$ cat src/rtl/cpp_fp_pkg.sv
// rtl/cpp_fp_pkg.sv - shared constants and enums for the double-to-int32 converter
package cpp_fp_pkg;

    localparam int DBL_EXP_W  = 11;
    localparam int DBL_FRAC_W = 52;
    localparam int DBL_BIAS   = 1023;

    localparam logic [31:0] INT32_MAX = 32'h7FFF_FFFF;
    localparam logic [31:0] INT32_MIN = 32'h8000_0000;

    localparam int RND_TRUNC     = 0;
    localparam int RND_HALF_AWAY = 1;

    typedef enum logic [1:0] {IDLE, ALIGN, ROUND} cvt_state_t;

    typedef enum logic [1:0] {NORMAL, ZERO, INF, NAN} fp_class_t;

endpackage

$ cat src/rtl/cpp_dbl_align_shift.sv
// rtl/cpp_dbl_align_shift.sv - 53-bit mantissa right shifter producing magnitude, guard and overflow flag
module cpp_dbl_align_shift
    import cpp_fp_pkg::*;
(
    input  logic [DBL_FRAC_W:0] mant,
    input  logic [5:0]          shamt,
    output logic [31:0]         mag,
    output logic                guard,
    output logic                too_large
);

    // One extra LSB below the mantissa catches the last bit shifted out.
    logic [DBL_FRAC_W+1:0] ext;

    assign ext       = {mant, 1'b0} >> shamt;
    assign mag       = ext[32:1];
    assign guard     = ext[0];
    assign too_large = |ext[DBL_FRAC_W+1:33];

endmodule

$ cat src/rtl/cpp_internal_double_to_int_convert.sv
// rtl/cpp_internal_double_to_int_convert.sv - toggle-event IEEE double to int32 converter with saturation
module cpp_internal_double_to_int_convert
    import cpp_fp_pkg::*;
#(
    parameter int ROUND_MODE = 0,
    parameter int SATURATE   = 1
) (
    input  logic        clk,
    input  logic        reset,
    input  logic [63:0] in,
    input  logic        update_in,
    output logic [31:0] out,
    output logic        update_out,
    output logic        ovf,
    output logic        invalid,
    output logic        busy
);

    cvt_state_t  state;
    logic        upd_seen;
    logic [63:0] in_q;
    logic [31:0] mag_q;
    logic        guard_q;
    logic        big_q;
    logic        sign_q;
    fp_class_t   cls_q;

    logic [DBL_EXP_W-1:0]  exp_f;
    logic [DBL_FRAC_W-1:0] frac_f;
    logic [DBL_FRAC_W:0]   mant;
    logic signed [12:0]    exp_unb;
    logic [5:0]            shamt;
    logic [31:0]           sh_mag;
    logic                  sh_guard;
    logic                  sh_big;
    logic                  exact_min;

    assign exp_f     = in_q[62:52];
    assign frac_f    = in_q[51:0];
    assign mant      = {exp_f != '0, frac_f};
    assign exp_unb   = $signed({2'b00, exp_f}) - 13'sd1023;
    assign exact_min = in_q[63] && (exp_unb == 13'sd31) && (frac_f == '0);

    // Exponents beyond 52 keep shamt at 0 so the shifter flags them as too large.
    always_comb begin
        shamt = '0;
        if (exp_unb >= 13'sd0 && exp_unb <= 13'sd52)
            shamt = 6'(13'sd52 - exp_unb);
    end

    cpp_dbl_align_shift u_shift (
        .mant      (mant),
        .shamt     (shamt),
        .mag       (sh_mag),
        .guard     (sh_guard),
        .too_large (sh_big)
    );

    logic [32:0] sum;
    logic        range_ovf;
    logic [31:0] sat_val;

    assign sum       = {1'b0, mag_q} + {32'b0, (ROUND_MODE == RND_HALF_AWAY) && guard_q};
    assign range_ovf = big_q || (sign_q ? (sum > 33'h0_8000_0000) : (sum > 33'h0_7FFF_FFFF));
    assign sat_val   = (SATURATE != 0) ? (sign_q ? INT32_MIN : INT32_MAX) : 32'h0;

    always_ff @(posedge clk) begin
        if (reset) begin
            state      <= IDLE;
            upd_seen   <= update_in;
            in_q       <= '0;
            mag_q      <= '0;
            guard_q    <= 1'b0;
            big_q      <= 1'b0;
            sign_q     <= 1'b0;
            cls_q      <= NORMAL;
            out        <= '0;
            update_out <= 1'b0;
            ovf        <= 1'b0;
            invalid    <= 1'b0;
            busy       <= 1'b0;
        end else begin
            case (state)
                IDLE: begin
                    if (update_in != upd_seen) begin
                        in_q     <= in;
                        upd_seen <= update_in;
                        busy     <= 1'b1;
                        state    <= ALIGN;
                    end
                end
                ALIGN: begin
                    sign_q <= in_q[63];
                    if (exp_f == '1) begin
                        cls_q   <= (frac_f != '0) ? NAN : INF;
                        mag_q   <= '0;
                        guard_q <= 1'b0;
                        big_q   <= 1'b0;
                    end else if (exp_unb < 13'sd0) begin
                        // Values in [0.5, 1) carry their half bit so half-away rounding yields 1.
                        cls_q   <= ZERO;
                        mag_q   <= '0;
                        guard_q <= (exp_unb == -13'sd1);
                        big_q   <= 1'b0;
                    end else begin
                        cls_q   <= NORMAL;
                        mag_q   <= sh_mag;
                        guard_q <= sh_guard;
                        big_q   <= sh_big || ((exp_unb >= 13'sd31) && !exact_min);
                    end
                    state <= ROUND;
                end
                ROUND: begin
                    case (cls_q)
                        NAN: begin
                            out     <= '0;
                            ovf     <= 1'b0;
                            invalid <= 1'b1;
                        end
                        INF: begin
                            out     <= sat_val;
                            ovf     <= 1'b1;
                            invalid <= 1'b0;
                        end
                        default: begin
                            invalid <= 1'b0;
                            if (range_ovf) begin
                                out <= sat_val;
                                ovf <= 1'b1;
                            end else begin
                                out <= sign_q ? (32'h0 - sum[31:0]) : sum[31:0];
                                ovf <= 1'b0;
                            end
                        end
                    endcase
                    update_out <= ~update_out;
                    busy       <= 1'b0;
                    state      <= IDLE;
                end
                default: begin
                    busy  <= 1'b0;
                    state <= IDLE;
                end
            endcase
        end
    end

endmodule
$ cat config.mk
export PLATFORM = sky130hd
export DESIGN_NAME = cpp_internal_double_to_int_convert
export DESIGN_NICKNAME = d
export VERILOG_FILES = /design/src/rtl/cpp_fp_pkg.sv /design/src/rtl/cpp_dbl_align_shift.sv /design/src/rtl/cpp_internal_double_to_int_convert.sv
export SDC_FILE = /design/constraint.sdc
export NUM_CORES = 1
export LEC_CHECK = 0
export CORE_ASPECT_RATIO = 0.8
export CORE_MARGIN = 10
export CORE_UTILIZATION = 45
export DETAILED_ROUTE_END_ITERATION = 7
export HOLD_SLACK_MARGIN = 0.03
export PLACE_DENSITY = 0.68
export SLEW_MARGIN = 20
export SYNTH_ARGS = -nofsm -noshare
export SYNTH_HDL_FRONTEND = slang
export SYNTH_SLANG_ARGS = --single-unit
$ cat constraint.sdc
create_clock -name clk -period 3.7 [get_ports clk]
set_input_delay 1.11 -clock clk [delete_from_list [all_inputs] [get_ports clk]]
set_output_delay 1.11 -clock clk [all_outputs]
set_load 0.05 [all_outputs]
# Word-level counts from Yosys, hierarchy flattened
# Cells that the tools add are included.
[totals] regBits=139 latch_bits=0 ram_bits=0 romBits=0 input_bits=67 out_inout_bits=36 wordCells=72 n_memories=0
[classes] addsub=3 n_mul=0 div=0 magnitude_cmp=6 n_eq_ne=8 shift=1 n_mux=23 bitwise=2 reduce_logical=17
[op_table] cell="$mux 32" count=5
[op_table] cell="$pmux 32 s2" count=1
[op_table] cell="$shr 54x6->54" count=1
[op_table] cell="$logic_not 52->1" count=1
[op_table] cell="$reduce_bool 52->1" count=1
[op_table] cell="$gt 32x31->1 const B" count=1
[op_table] cell="$gt 32x32->1 const B" count=1
[op_table] cell="$sub 1x32->32 const A" count=1
[op_table] cell="$reduce_or 21->1" count=1
[op_table] cell="$eq 12x6->1 const B" count=1
[op_table] cell="$ge 12x1->1 const B" count=1
[op_table] cell="$ge 12x6->1 const B" count=1
[op_table] cell="$le 12x7->1 const B" count=1
[op_table] cell="$lt 12x1->1 const B" count=1
[op_table] cell="$sub 11x10->12 const B" count=1
[op_table] cell="$eq 11x11->1 const B" count=1
[op_table] cell="$mux 1" count=11
[op_table] cell="$reduce_bool 11->1" count=1
[op_table] cell="$eq 2x2->1 const B" count=3
[op_table] cell="$mux 6" count=1
[op_table] cell="$reduce_and 2->1" count=3
[op_table] cell="$sub 5x6->6 const A" count=1
[op_table] cell="$logic_and 1x1->1" count=4
[op_table] cell="$mux 2" count=2
[op_table] cell="10 further kinds" count=14

# Longest topological paths before layout
[logic_depth] ltp_word=9 depth_mapped=17 depth_no_buf=11

# Cells and area by module
# Synthesis repeated with hierarchy kept, for this count alone.
[hier_totals] cells_unflattened=1177 area_unflattened_um2=9350.2
[by_module_without_submodules] module="cpp_internal_double_to_int_convert" n_inst=1 cells_per_inst=741 area_per_inst_um2=6125.9 seq_area_each_um2=2792.7
[by_module_without_submodules] module="cpp_dbl_align_shift" n_inst=1 cells_per_inst=436 area_per_inst_um2=3224.3 seq_area_each_um2=0.0

# Least setup slack after synthesis
# No wires, ideal clock.
[synth_timing] kind="flip-flop to flip-flop" from="reg in_q[52]" to="reg big_q" setup_ps=120 t_arrival_ps=3680 t_required_ps=3580 setup_slack_ps=-100 stages_incl_launch_ff=17 n_path_buf=8 period_less_slack_ps=3800 cell_sequence="dfxtp_1 > buf_2 > buf_2 > inv_1 > clkbuf_1 > ha_1 > buf_2 > clkbuf_1 > buf_2 > buf_2 > buf_2 > nand2_1 > o22ai_1 > o21ai_0 > a311oi_1 > o2111ai_1 > o31a_1"
[synth_via] elab_chain_cells=9 elab_cells_between_ends=20 classes_between="add/sub: 2; order compare: 4; eq/ne: 2; shift: 1; mux: 3; reduce/logical: 8"
[synth_lines] item="from (decl)" line="cpp_internal_double_to_int_convert.sv:21" rtl="logic [63:0] in_q;"
[synth_lines] item="from (signal assigned)" line="cpp_internal_double_to_int_convert.sv:86" rtl="in_q <= in;"
[synth_lines] item="$sub 11x10->12" line="cpp_internal_double_to_int_convert.sv:41" rtl="assign exp_unb = $signed({2'b00, exp_f}) - 13'sd1023;"
[synth_lines] item="$ge 12x1->1 (tied with other cells)" line="cpp_internal_double_to_int_convert.sv:47" rtl="if (exp_unb >= 13'sd0 && exp_unb <= 13'sd52)"
[synth_lines] item="$logic_and 1x1->1, on equally long branches" line="cpp_internal_double_to_int_convert.sv:47, cpp_internal_double_to_int_convert.sv:42"
[synth_lines] item="$mux 6 or $logic_and 1x1->1 (tied branches)" line="cpp_internal_double_to_int_convert.sv:47, cpp_internal_double_to_int_convert.sv:42"
[synth_lines] item="$shr 54x6->54 or $logic_not 1->1 (tied branches)" line="cpp_dbl_align_shift.sv:15, cpp_internal_double_to_int_convert.sv:109"
[synth_lines] item="$reduce_or 21->1 or $logic_and 1x1->1 (tied branches)" line="cpp_dbl_align_shift.sv:18, cpp_internal_double_to_int_convert.sv:109"
[synth_lines] item="$logic_or 1x1->1" line="cpp_internal_double_to_int_convert.sv:109" rtl="big_q <= sh_big || ((exp_unb >= 13'sd31) && !exact_min);"
[synth_lines] item="$mux 1" line="cpp_internal_double_to_int_convert.sv:99" rtl="end else if (exp_unb < 13'sd0) begin"
[synth_lines] item="$mux 1 (*)" line="cpp_internal_double_to_int_convert.sv:94" rtl="if (exp_f == '1) begin"
[synth_lines] item="to (signal assigned)" line="cpp_internal_double_to_int_convert.sv:109"
[synth_lines] item="to (decl)" line="cpp_internal_double_to_int_convert.sv:24" rtl="logic big_q;"
# Mark *: on every way between the ends. The rest lies on a longest branch, timed or not.
# A chain may end at the register's enable or synchronous reset.

# Worst setup path in the final report
[layout_timing] from="reg in_q[52]" to="reg mag_q[28]"
[layout_via] elab_chain_cells=7 elab_cells_between_ends=12 classes_between="add/sub: 2; order compare: 3; eq/ne: 1; shift: 1; mux: 3; reduce/logical: 2"
[layout_lines] item="$sub 11x10->12" line="cpp_internal_double_to_int_convert.sv:41"
[layout_lines] item="$ge 12x1->1 or $le 12x7->1 (tied branches)" line="cpp_internal_double_to_int_convert.sv:47"
[layout_lines] item="$logic_and 1x1->1" line="cpp_internal_double_to_int_convert.sv:47"
[layout_lines] item="$mux 6" line="cpp_internal_double_to_int_convert.sv:47"
[layout_lines] item="$shr 54x6->54" line="cpp_dbl_align_shift.sv:15" rtl="assign ext = {mant, 1'b0} >> shamt;"
[layout_lines] item="$mux 32" line="cpp_internal_double_to_int_convert.sv:99"
[layout_lines] item="$mux 32 (*)" line="cpp_internal_double_to_int_convert.sv:94"
[layout_lines] item="to (signal assigned)" line="cpp_internal_double_to_int_convert.sv:107" rtl="mag_q <= sh_mag;"
[layout_lines] item="to (decl)" line="cpp_internal_double_to_int_convert.sv:22" rtl="logic [31:0] mag_q;"
# Marked as above.

==> out/qor.json <==
{
  "largest_net_degree_at_the_start_of_global_routing": 67,
  "worstSetupPathType": "reg2reg",
  "yosys-top-cells-count": "sky130_fd_sc_hd__nand2_1 (259), sky130_fd_sc_hd__a21oi_1 (155), sky130_fd_sc_hd__dfxtp_1 (138), sky130_fd_sc_hd__o21ai_0 (85), sky130_fd_sc_hd__nor2_1 (82)",
  "p_sw_share_pct": 39.0,
  "cts_tree": "yes",
  "ioPinCount": 103,
  "arrival_ns": 3.84,
  "seq_total_area_yosys_pct": 27.4,
  "status": "finished, final reports clean",
  "htree_levels": 4,
  "setup-violations-final": 0,
  "clk_transition_reported_paths_ns": 0.07,
  "gpl.final_weighted_congestion": 0.988,
  "tns_ns": 0,
  "number_of_buffers_created_by_cts": 17,
  "stdcell_count": 1787,
  "clock_tree.buffer_depth": 2,
  "placementRows": 49,
  "totalWireLength_um": 38900,
  "ctsRootBufferMaster": "sky130_fd_sc_hd__clkbuf_16",
  "worstPathMaxFanout": 9,
  "die_height_um": 155,
  "p_seq_share_pct": 31.2,
  "wire_per_inst_um": 21.8,
  "global_route.usage.total_pct": 26.0,
  "nets": 1541,
  "max_slew.worst_pin.slew_ns": 0.950,
  "via_per_inst": 6.25,
  "max_cap_violations": 0,
  "worst_skew_pair.late_latency_ns": 0.45,
  "final.setup_skew_ns": 0.0172,
  "ctsHoldBuffers": 0,
  "share_clk_of_total_power_pct": 33.9,
  "cts.sink_count": 139,
  "leakagePower_nw": 4.58,
  "final_max_slew_viol_count": 0,
  "cellInternalPower_w": 0.00344,
  "antenna_violating_nets_post_route": 0,
  "ys_seq_elements": 139,
  "worst_setup_path_start_kind": "flop",
  "core_mm2": 0.0224,
  "end_kind": "flop",
  "min_tclk_post_route_ns": 3.53,
  "timing.hold.worst.class": "reg2reg",
  "post-route-drc-count": 0,
  "netSwitchingPower_w": 0.00220,
  "synth_most_common_cell": "sky130_fd_sc_hd__nand2_1",
  "chipWidth_um": 188,
  "post_synth_num_cell_types": 92,
  "relSlewSlack_pct": 36.4,
  "synthArstFlopShare_pct": 0,
  "fmax_mhz": 284,
  "period_share_pct": 95.3,
  "ir_worst_vdd_mv": 0.331,
  "grt_pass1_vias": 10300,
  "rsz0062_at_grt": "no",
  "final_hold_viol_count": 0,
  "synth_top_area_share_pct": 27.1,
  "place_hpwl_um": 29100,
  "cp.required_ns": 4.02,
  "numPortBuffers": 102,
  "firstDrtPassIters": 6,
  "synth_cells": 1389,
  "number_of_synthesized_flops_with_an_enable_pin": 1,
  "synth_area_leader_cell": "sky130_fd_sc_hd__dfxtp_1",
  "dpl.cell_count": 1755,
  "grt_overflow_total": 0,
  "power.share.combinational_pct": 34.9,
  "mappedNetlistNets": 1462,
  "grt_first_pass_wirelength_um": 60800,
  "post_synth.cell_area_avg_um2": 7.34,
  "initial_core_util_pct": 45.6,
  "synth_area_mm2": 0.0102,
  "powerDensity_mw_per_mm2": 455,
  "number_of_antenna_cells_inserted": 0,
  "vias": 11200,
  "yosys_warnings": 0,
  "yosys-top-cells-area": "sky130_fd_sc_hd__dfxtp_1 (27%), sky130_fd_sc_hd__nand2_1 (9.5%), sky130_fd_sc_hd__a21oi_1 (7.6%)",
  "drive_above_1_share_pct": 12.4,
  "cts_setup_buffers": 0,
  "starting_drt_drc_count": 1493,
  "die_area_mm2": 0.0291,
  "syn2layout_area_growth_pct": 21.6,
  "grt_antenna_before_repair": 0,
  "synthFlopType": "sky130_fd_sc_hd__dfxtp_1"
}
-- flip-flops by register name (all words and copies together), names as in the netlist, 2 cells and up --
signal	flops
out	32
mag_q	32
state	2
in_q	64
cls_q	2
-- path summary, 6_finish.rpt --
path	from	end	slack, ns	depth (start not counted)
worst max register to register	in_q[52]$_SDFFE_PP0P_	mag_q[28]$_SDFFE_PP0N_	0.17	9
worst min-delay path	ovf$_SDFFE_PP0N_	ovf$_SDFFE_PP0N_	0.47	2
worst max-delay path	in_q[52]$_SDFFE_PP0P_	mag_q[28]$_SDFFE_PP0N_	0.17	9
worst min register to register	ovf$_SDFFE_PP0N_	ovf$_SDFFE_PP0N_	0.47	2
-- cell type report --
cell class | instances | area, µm²
clock inverters | 15 | 221
clock buffers | 17 | 425
inverters | 25 | 93.8
flip-flops and latches | 139 | 2790
repair buffers | 189 | 1720
multi-input cells | 1096 | 6770
fillers | 2169 | 9970
well taps | 306 | 383
-- per-stage QoR --
| step | hold slack [ns] | total power [W] | worst slack [ns] | cell area (µm²) | util (%) |
|---|---|---|---|---|---|
| floorplan | 0.446 | 0.00300 | 0.0396 | 10200 | - |
| global placement | 0.458 | 0.00370 | 0.307 | 11800 | 52.5 |
| detailed placement | 0.458 | 0.00369 | 0.251 | 11800 | 52.5 |
| CTS | 0.477 | 0.00562 | 0.226 | 12400 | 55.4 |
| global route | 0.501 | 0.00588 | 0.0134 | 12400 | 55.4 |
| finish | 0.473 | 0.00564 | 0.175 | 12400 | 55.4 |
-- power by group through the flow --
stage	combinational (W)	clock, W	sequential (W)
global placement	0.00191	0	0.00179
detailed placement	0.00191	0	0.00179
finish	0.00197	0.00192	0.00176
CTS	0.00192	0.00195	0.00175
global route	0.00210	0.00200	0.00177
floorplan	0.00119	0	0.00181
-- what timing repair did --
action                                  in CTS  in global routing
resized for setup                            0                  1
endpoints found under the setup margin       0                  4
endpoints found under the hold margin        0                  0
-- cells in the final DEF, fill, tap and decap left out, types with 7 or more instances in the layout --
| cell | n |
|---|---|
| sky130_fd_sc_hd__clkbuf_16 | 17 |
| sky130_fd_sc_hd__buf_4 | 83 |
| sky130_fd_sc_hd__a32oi_1 | 10 |
| sky130_fd_sc_hd__a211oi_1 | 28 |
| sky130_fd_sc_hd__nand2b_1 | 9 |
| sky130_fd_sc_hd__o211ai_1 | 21 |
| sky130_fd_sc_hd__o221ai_1 | 8 |
| sky130_fd_sc_hd__o21ai_0 | 85 |
| sky130_fd_sc_hd__a2bb2oi_1 | 8 |
| sky130_fd_sc_hd__inv_1 | 24 |
| sky130_fd_sc_hd__nor2b_1 | 18 |
| sky130_fd_sc_hd__a22oi_1 | 11 |
| sky130_fd_sc_hd__o41ai_1 | 7 |
| sky130_fd_sc_hd__nand2_1 | 259 |
| sky130_fd_sc_hd__mux2_2 | 18 |
| sky130_fd_sc_hd__dfxtp_1 | 137 |
| sky130_fd_sc_hd__o22ai_1 | 34 |
| sky130_fd_sc_hd__nor2_1 | 81 |
| sky130_fd_sc_hd__nor3_1 | 18 |
| sky130_fd_sc_hd__o21a_1 | 8 |
| sky130_fd_sc_hd__a21oi_1 | 155 |
| sky130_fd_sc_hd__clkdlybuf4s50_1 | 101 |
| sky130_fd_sc_hd__a21o_1 | 9 |
| sky130_fd_sc_hd__o2111ai_1 | 7 |
| sky130_fd_sc_hd__a31oi_1 | 12 |
| sky130_fd_sc_hd__nor4_1 | 25 |
| sky130_fd_sc_hd__o31ai_1 | 14 |
| sky130_fd_sc_hd__nand3_1 | 18 |
| sky130_fd_sc_hd__mux2i_1 | 57 |
| sky130_fd_sc_hd__xnor2_1 | 35 |
-- worst max-delay path, stage by stage (launching register included) --
cell	delay, ns
sky130_fd_sc_hd__dfxtp_2	0.44
sky130_fd_sc_hd__inv_1	0.09
sky130_fd_sc_hd__ha_2	0.37
sky130_fd_sc_hd__xnor2_1	0.69
sky130_fd_sc_hd__buf_4	0.25
sky130_fd_sc_hd__o22ai_1	0.14
sky130_fd_sc_hd__a2111oi_0	0.71
sky130_fd_sc_hd__a21oi_1	0.19
sky130_fd_sc_hd__mux2i_1	0.39
sky130_fd_sc_hd__o21ai_0	0.12
-- per-layer routing --
metal,track usage [%],vias to the layer above,routed length (µm)
li1,-,5261,-
met1,36.4,5255,17700
met2,36.7,588,16000
met3,8.72,61,4430
met4,7.28,0,763
met5,0,-,0
-- cells by family after synthesis --
kind of cell | synth area share, %
compound gates | 32.7
simple gates | 21.2
buf+inv | 6.69
flops | 27.4
mux | 8.02
xor+xnor | 3.26
fa+ha+maj | 0.736
(Power assumes the default switching activity.)
